### config.mk
export PLATFORM = sky130hd
export DESIGN_NAME = mac_share_arbiter
export DESIGN_NICKNAME = d
export VERILOG_FILES = /design/src/rtl/mac_share_arbiter.sv
export SDC_FILE = /design/constraint.sdc
export NUM_CORES = 2
export LEC_CHECK = 0
export CAP_MARGIN = 20
export CORE_MARGIN = 5
export CORE_UTILIZATION = 56
export CTS_CLUSTER_DIAMETER = 40
export CTS_CLUSTER_SIZE = 24
export DETAILED_ROUTE_END_ITERATION = 10
export PLACE_DENSITY = 0.79
export SETUP_SLACK_MARGIN = 0.02
export SYNTH_ARGS = -nofsm -noshare
export SYNTH_HDL_FRONTEND = slang
export SYNTH_SLANG_ARGS = --single-unit
export TNS_END_PERCENT = 20
### constraint.sdc
create_clock -name clock -period 22.4 [get_ports clock]
set_clock_uncertainty 0.1 [all_clocks]
set_input_delay 4.48 -clock clock [delete_from_list [all_inputs] [get_ports clock]]
set_output_delay 4.48 -clock clock [all_outputs]
set_load 0.05 [all_outputs]
### src/rtl/mac_share_arbiter.sv
// mac_share_arbiter: round-robin arbiter sharing one pipelined fixed-point MAC among FIR requesters
module mac_share_arbiter #(
    parameter int NUM_REQ    = 4,
    parameter int DATA_WIDTH = 32,
    parameter int FRAC_BITS  = 10,
    localparam int GW        = (NUM_REQ > 1) ? $clog2(NUM_REQ) : 1
) (
    input  logic                          clock,
    input  logic                          reset,
    input  logic [NUM_REQ-1:0]            req,
    input  logic [NUM_REQ-1:0]            op_valid,
    input  logic [NUM_REQ-1:0]            op_last,
    input  logic [NUM_REQ*DATA_WIDTH-1:0] op_a,
    input  logic [NUM_REQ*DATA_WIDTH-1:0] op_b,
    output logic [NUM_REQ-1:0]            op_ready,
    output logic [DATA_WIDTH-1:0]         res_data,
    output logic [NUM_REQ-1:0]            res_valid,
    input  logic [NUM_REQ-1:0]            res_ack,
    output logic                          busy,
    output logic [GW-1:0]                 grant_id
);
    typedef enum logic [1:0] {IDLE, GRANT, DRAIN, RESULT} state_t;
    localparam int PW = 2 * DATA_WIDTH;
    state_t                       state;
    logic [GW-1:0]                g, rr_ptr, pick, nxt;
    logic                         pick_ok, s1_v;
    logic signed [DATA_WIDTH-1:0] a_g, b_g, p, s1, acc;
    logic signed [PW-1:0]         prod;
    logic [NUM_REQ-1:0]           g_oh;

    assign g_oh      = NUM_REQ'(1) << g;
    assign a_g       = op_a[int'(g)*DATA_WIDTH +: DATA_WIDTH];
    assign b_g       = op_b[int'(g)*DATA_WIDTH +: DATA_WIDTH];
    assign prod      = PW'(a_g) * PW'(b_g);
    assign p         = DATA_WIDTH'(prod >>> FRAC_BITS);
    assign nxt       = GW'((int'(g) + 1) % NUM_REQ);
    assign op_ready  = (state == GRANT) ? g_oh : '0;
    assign res_valid = (state == RESULT) ? g_oh : '0;
    assign res_data  = (state == RESULT) ? acc : '0;
    assign busy      = state != IDLE;
    assign grant_id  = g;

    // first requesting index at or above rr_ptr, wrapping; lowest offset wins
    always_comb begin
        pick_ok = 1'b0;
        pick    = '0;
        for (int k = NUM_REQ - 1; k >= 0; k--)
            if (req[(int'(rr_ptr) + k) % NUM_REQ]) begin
                pick_ok = 1'b1;
                pick    = GW'((int'(rr_ptr) + k) % NUM_REQ);
            end
    end

    // control FSM plus two-stage multiply / accumulate pipeline
    always_ff @(posedge clock or posedge reset) begin
        if (reset) begin
            state  <= IDLE;
            rr_ptr <= '0;
            g      <= '0;
            acc    <= '0;
            s1     <= '0;
            s1_v   <= 1'b0;
        end else begin
            s1_v <= 1'b0;
            if (s1_v) acc <= acc + s1;
            case (state)
                IDLE: begin
                    acc <= '0;
                    if (pick_ok) begin
                        g     <= pick;
                        state <= GRANT;
                    end
                end
                GRANT: begin
                    if (!req[g]) begin
                        rr_ptr <= nxt;
                        state  <= IDLE;
                    end else if (op_valid[g]) begin
                        s1   <= p;
                        s1_v <= 1'b1;
                        if (op_last[g]) state <= DRAIN;
                    end
                end
                DRAIN: state <= RESULT;
                RESULT: begin
                    if (res_ack[g]) begin
                        rr_ptr <= nxt;
                        state  <= IDLE;
                    end
                end
                default: state <= IDLE;
            endcase
        end
    end
endmodule

After elaboration in Yosys (flattened, before gate mapping)
Cells that the tools add are included.
Operators by class
  add/sub/neg operators: 5
  multipliers: 1
  magnitude comparators: 5
  eq/ne operators: 8
  shifts and indexed selects: 3
  mux-type cells: 44
  bitwise logic cells: 3
  reductions and logical operators: 11
Operators with widths (number)
  indexed part select 128 x 8 -> 32 bit: 2
  two-way mux 32 bit: 3
  multiplier 32 x 32 -> 42 bit: 1
  adder 32 bit: 1
  two-way mux 2 bit: 11
  two-way mux 1 bit: 18
  binary-select mux 1 bit (select 2 bit): 8
  less-than comparator 3 x 4 -> 1 bit (second input constant): 3
  two-way mux 4 bit: 2
  case mux 2 bit (4 select lines): 1
  less-than comparator 2 x 3 -> 1 bit (second input constant): 2
  inequality test 3 x 2 -> 1 bit (second input constant): 2
  AND reduction 3 bit: 2
  nonzero test 2 bit: 3
  OR reduction 2 bit: 3
  adder 2 x 1 -> 2 bit (second input constant): 2
  adder 2 bit (second input constant): 2
  equality test 2 bit (second input constant): 2
  inequality test 2 bit (second input constant): 2
  case mux 2 bit (2 select lines): 1
  AND reduction 4 bit: 1
  << shifter 1 x 2 -> 4 bit (first input constant): 1
  bitwise AND 1 bit (first input constant): 3
  equality test 2 x 1 -> 1 bit (second input constant): 1
  other kinds (3): 3
Storage, ports and cells
  flip-flop bits (word level): 71
  input port bits: 274
  word-level logic and storage cells: 86

Logic depth before layout (Yosys ltp)
  word-level depth: 12
  depth in mapped cells: 38
  depth with buffers taken out: 31

Least setup slack after synthesis
Ideal clock, no wire load.
  kind: in2reg
  start point: in op_b[38]
  end point: reg s1[31]
  library setup time: 0.130 ns
  arrival: 11.527 ns
  slack: 10.644 ns
  stages on the path: 27
  buffers on the path: 1
  cell sequence: mux2_2 o21ai_1 clkbuf_1 nor2_1 fa_1 fa_1 inv_1 fa_1 fa_1 inv_1 fa_1 inv_1 fa_1 fa_1 fa_1 inv_1 ha_1 o21ai_0 a21oi_1 a211oi_1 a2111oi_0 o21ai_2 a21oi_2 a211oi_2 a21oi_1 xnor2_1 o21ai_1
On the way
  word-level cells in the longest chain between the ends: 2
RTL lines
  from (decl): line 14  | input logic [NUM_REQ*DATA_WIDTH-1:0] op_b,
  indexed part select 128 x 8 -> 32 bit: line 33  | assign b_g = op_b[int'(g)*DATA_WIDTH +: DATA_WIDTH];
  multiplier 32 x 32 -> 42 bit: line 34  | assign prod = PW'(a_g) * PW'(b_g);
  to (signal assigned): line 79  | s1 <= p;
  to (decl): line 27  | logic signed [DATA_WIDTH-1:0] a_g, b_g, p, s1, acc;
No other way between the ends.
A chain may end at the register's enable or synchronous reset.

Final worst setup path
  start point: in op_a[109]
  end point: reg s1[31]
On the way
  word-level cells in the longest chain between the ends: 2
RTL lines
  from (decl): line 13  | input logic [NUM_REQ*DATA_WIDTH-1:0] op_a,
  indexed part select 128 x 8 -> 32 bit: line 32  | assign a_g = op_a[int'(g)*DATA_WIDTH +: DATA_WIDTH];
  multiplier 32 x 32 -> 42 bit: line 34
No other way between the ends.

==> impl_metrics.csv <==
group,metric,value,unit
global_routing,antenna_found_initial,4,
synthesis,ys_warn_count,0,
sta,rsz0062_at_grt,"false",
job,cap_violations,0,
critical_path,reg2reg_depth,29,
critical_path,crit_path_max_fanout,20,
detailed_routing,first_pass_iters,6,
die,dieWidth,245,µm
die,dieArea,59800,µm²
critical_path,r2r_slack,11920,ps
sta,finalHoldViolCount,0,
final_layout,fillers,4511,
global_routing,grt_max_degree,75,
synthesis,synth_fp_nets,4681,
min_path,min_to,"s1[13]",
clocking,clkSinkCount,71,
critical_path,reg2reg_to,"s1[31]",
critical_path,arrival,12880,ps
synthesis,synthMuxAreaShare,0.0684,
critical_path,startpoint_type,"primary input",
synthesis,syn-cell-area,30800,µm²
clocking,insertion_delay,340,ps
critical_path,worstReg2RegStart,"grant_id[0]",
sta,period_needed,12770,ps
die,initial_core_util,0.562,
final_layout,area_growth,13.7,%
global_routing,grt_overflow,0,
sta,holdWs,386,ps
final_layout,design_area,35000,µm²
clocking,clk_pin_slew,60,ps
detailed_routing,drt_iter0_markers,1949,
die,core_area,54800,µm²
synthesis,synth_fa_ha_area_frac,0.530,
synthesis,synth_edf_count,0,
critical_path,crit_path_end_kind,"flip-flop",
global_routing,grt_pass1_wl,151000,µm
global_routing,grt_pass1_vias,27200,
critical_path,critical_path.max_stage_delay,610,ps
sta,fmax,0.0783,GHz
sta,maxSlewViolCount,0,
place,gp_congestion,1.03,
min_path,min_path_type,"reg -> reg",
place,dpl_cell_area,34700,µm²
die,die_y,245,µm
sta,setup-violations-final,0,
detailed_routing,vias,25400,
clocking,post_cts_resized,0,
place,dp_hpwl,77400,µm
synthesis,synth_area_per_cell,8.75,µm²
critical_path,crit_path_top_delay_cell,"nand2_1",
detailed_routing,wl,95700,µm
clocking,cts_tree,"done",
global_routing,grt_usage,0.326,
clocking,h-tree-depth,3,
synthesis,yosysUniqueCellTypes,68,
synthesis,synthXorXnorAreaFrac,0.0301,
synthesis,synth_top_family_by_area,"adder cells",
min_path,hold_depth,2,
critical_path,crit_required,22500,ps
place,io_buffer_count,316,
synthesis,syn-instance-count,3520,
synthesis,synth_compound_area_frac,0.0539,
synthesis,synthSimpleGateAreaFrac,0.152,
final_layout,layout_common_cells,"inv_1 (706), fa_1 (695), nor2_1 (543)",
sta,fin_setup_tns,0,ps
outcome,status,"finished, final reports clean",
critical_path,crit_path_frequent_cell,"fa_1",
clocking,clockBufferDepth,2,
clocking,cts_setup_buffers,0,
clocking,postCtsHoldBufs,0,
sta,slew-limit-headroom,0.201,
sta,fin_ws,9630,ps
clocking,cts_root_buf,"clkbuf_16",
final_layout,layout_commonest_cell,"inv_1",
critical_path,worstSetupPathType,"in -> reg",
synthesis,synth-seq-cells,71,
final_layout,drive_gt1_frac,0.0458,
min_path,hp-start,"s1[13]",
synthesis,ys.flop_type,"dfrtp_1",
detailed_routing,ant_nets,0,
place,pre_cts_ws,9300,ps
die,num_rows,86,
detailed_routing,wire_per_inst,21.4,µm
die,io_pins,317,
synthesis,synthArstFlopShare,1.00,
clocking,cts-buffers-inserted,9,
detailed_routing,drc,0,
synthesis,yosysSeqAreaShare,0.0577,
sta,timing.final.crit_share,0.570,
sta,worst_pin_slew,1180,ps
detailed_routing,routed_via_density,5.69,
final_layout,nNetsFinal,4914,
## sequential cells by signal, indices dropped and copies added (netlist names), named ones only
name / cells
acc: 32
grant_id: 2
rr_ptr: 2
s1: 32
s1_v: 1
state: 1
## synthesized netlist by cell type, types with 3 or more instances
library cell  count  area share
nand2b_1         19      0.0039
o211ai_1          3     0.00073
nor3_1            3     0.00049
a21oi_1          56      0.0091
or2_2            12      0.0024
nand4_1           7      0.0014
inv_1           707       0.086
mux2_2           32       0.012
mux2i_1         143       0.046
a31oi_1           6      0.0012
xnor2_1          80       0.023
o31ai_1           4     0.00097
and3_1           41      0.0083
buf_4             4     0.00097
nor4_1            4     0.00081
a21o_1           24      0.0058
nand4b_1          5      0.0014
nor2_1          544       0.066
fa_1            695        0.45
nor2b_1           8      0.0016
nand3_1          12      0.0019
buf_6             6      0.0022
o21a_1           29      0.0071
nand2_1         459       0.056
a31o_2            3     0.00085
ha_1            192       0.078
xor2_1           26      0.0074
nand3b_1          8      0.0019
a21oi_2           4      0.0011
o21ai_0          58      0.0094
clkbuf_1        122       0.015
and2_1           16      0.0032
a211oi_1          9      0.0022
buf_1            10      0.0012
buf_2             9      0.0015
mux2i_2           5      0.0022
mux4_2           11      0.0080
and4_1            3     0.00085
o21bai_1         10      0.0024
o21ai_1          28      0.0045
dfrtp_1          71       0.058
## final cells by class
cell class | instances | area [µm²] | area share
sequential | 71 | 1780 | 0.0509
tap | 704 | 881 | 0.0251
multi-input combinational | 2588 | 25800 | 0.735
clock buffer | 13 | 270 | 0.00772
inverter | 708 | 2660 | 0.0759
antenna | 3 | 7.51 | 0.000214
clock inverter | 3 | 40.0 | 0.00114
timing repair buffer | 375 | 3630 | 0.104
## cell families (layout without fill, tap and decap cells)
kind of cell / Yosys count / after routing
fa+ha+maj: 887 / 887
buf+inv: 861 / 1099
simple gates: 1146 / 1146
xor+xnor: 106 / 106
mux: 191 / 191
compound gates: 258 / 258
other cells: 0 / 3
flops: 71 / 71
## critical path: cells and delay by family
| kind | cells | cell delay, ps |
|---|---|---|
| compound gates | 9 | 1880 |
| xor+xnor | 1 | 140 |
| fa+ha+maj | 9 | 4330 |
| buf+inv | 4 | 620 |
| mux | 1 | 110 |
| simple gates | 3 | 1300 |
## layer usage
metal,GRT usage,wire (µm),vias to the layer above
met5,0,39,-
met4,0.178,7180,4
met3,0.104,12600,360
met2,0.516,42200,1674
met1,0.401,33700,12300
li1,-,-,11000
## through the flow
step,cells,utilization
floorplan,3520,-
global placement,4444,0.633
detailed placement,4444,0.633
CTS,4460,0.639
global route,4463,0.639
finish,4465,0.640
## how the worst max path moves through the flow
stage               slack (ps)     end  cells past startpoint  startpoint
floorplan                10640  s1[31]                     27    op_b[38]
global placement          9470  s1[31]                     27   op_a[109]
detailed placement        9300  s1[30]                     28   op_a[107]
CTS                       9620  s1[30]                     28   op_a[107]
global route              9170  s1[31]                     27   op_a[109]
finish                    9630  s1[31]                     27   op_a[109]
Power is left out: the tool's default activity adds up to more than one toggle a clock period on the data nets, which glitch-free logic cannot reach.
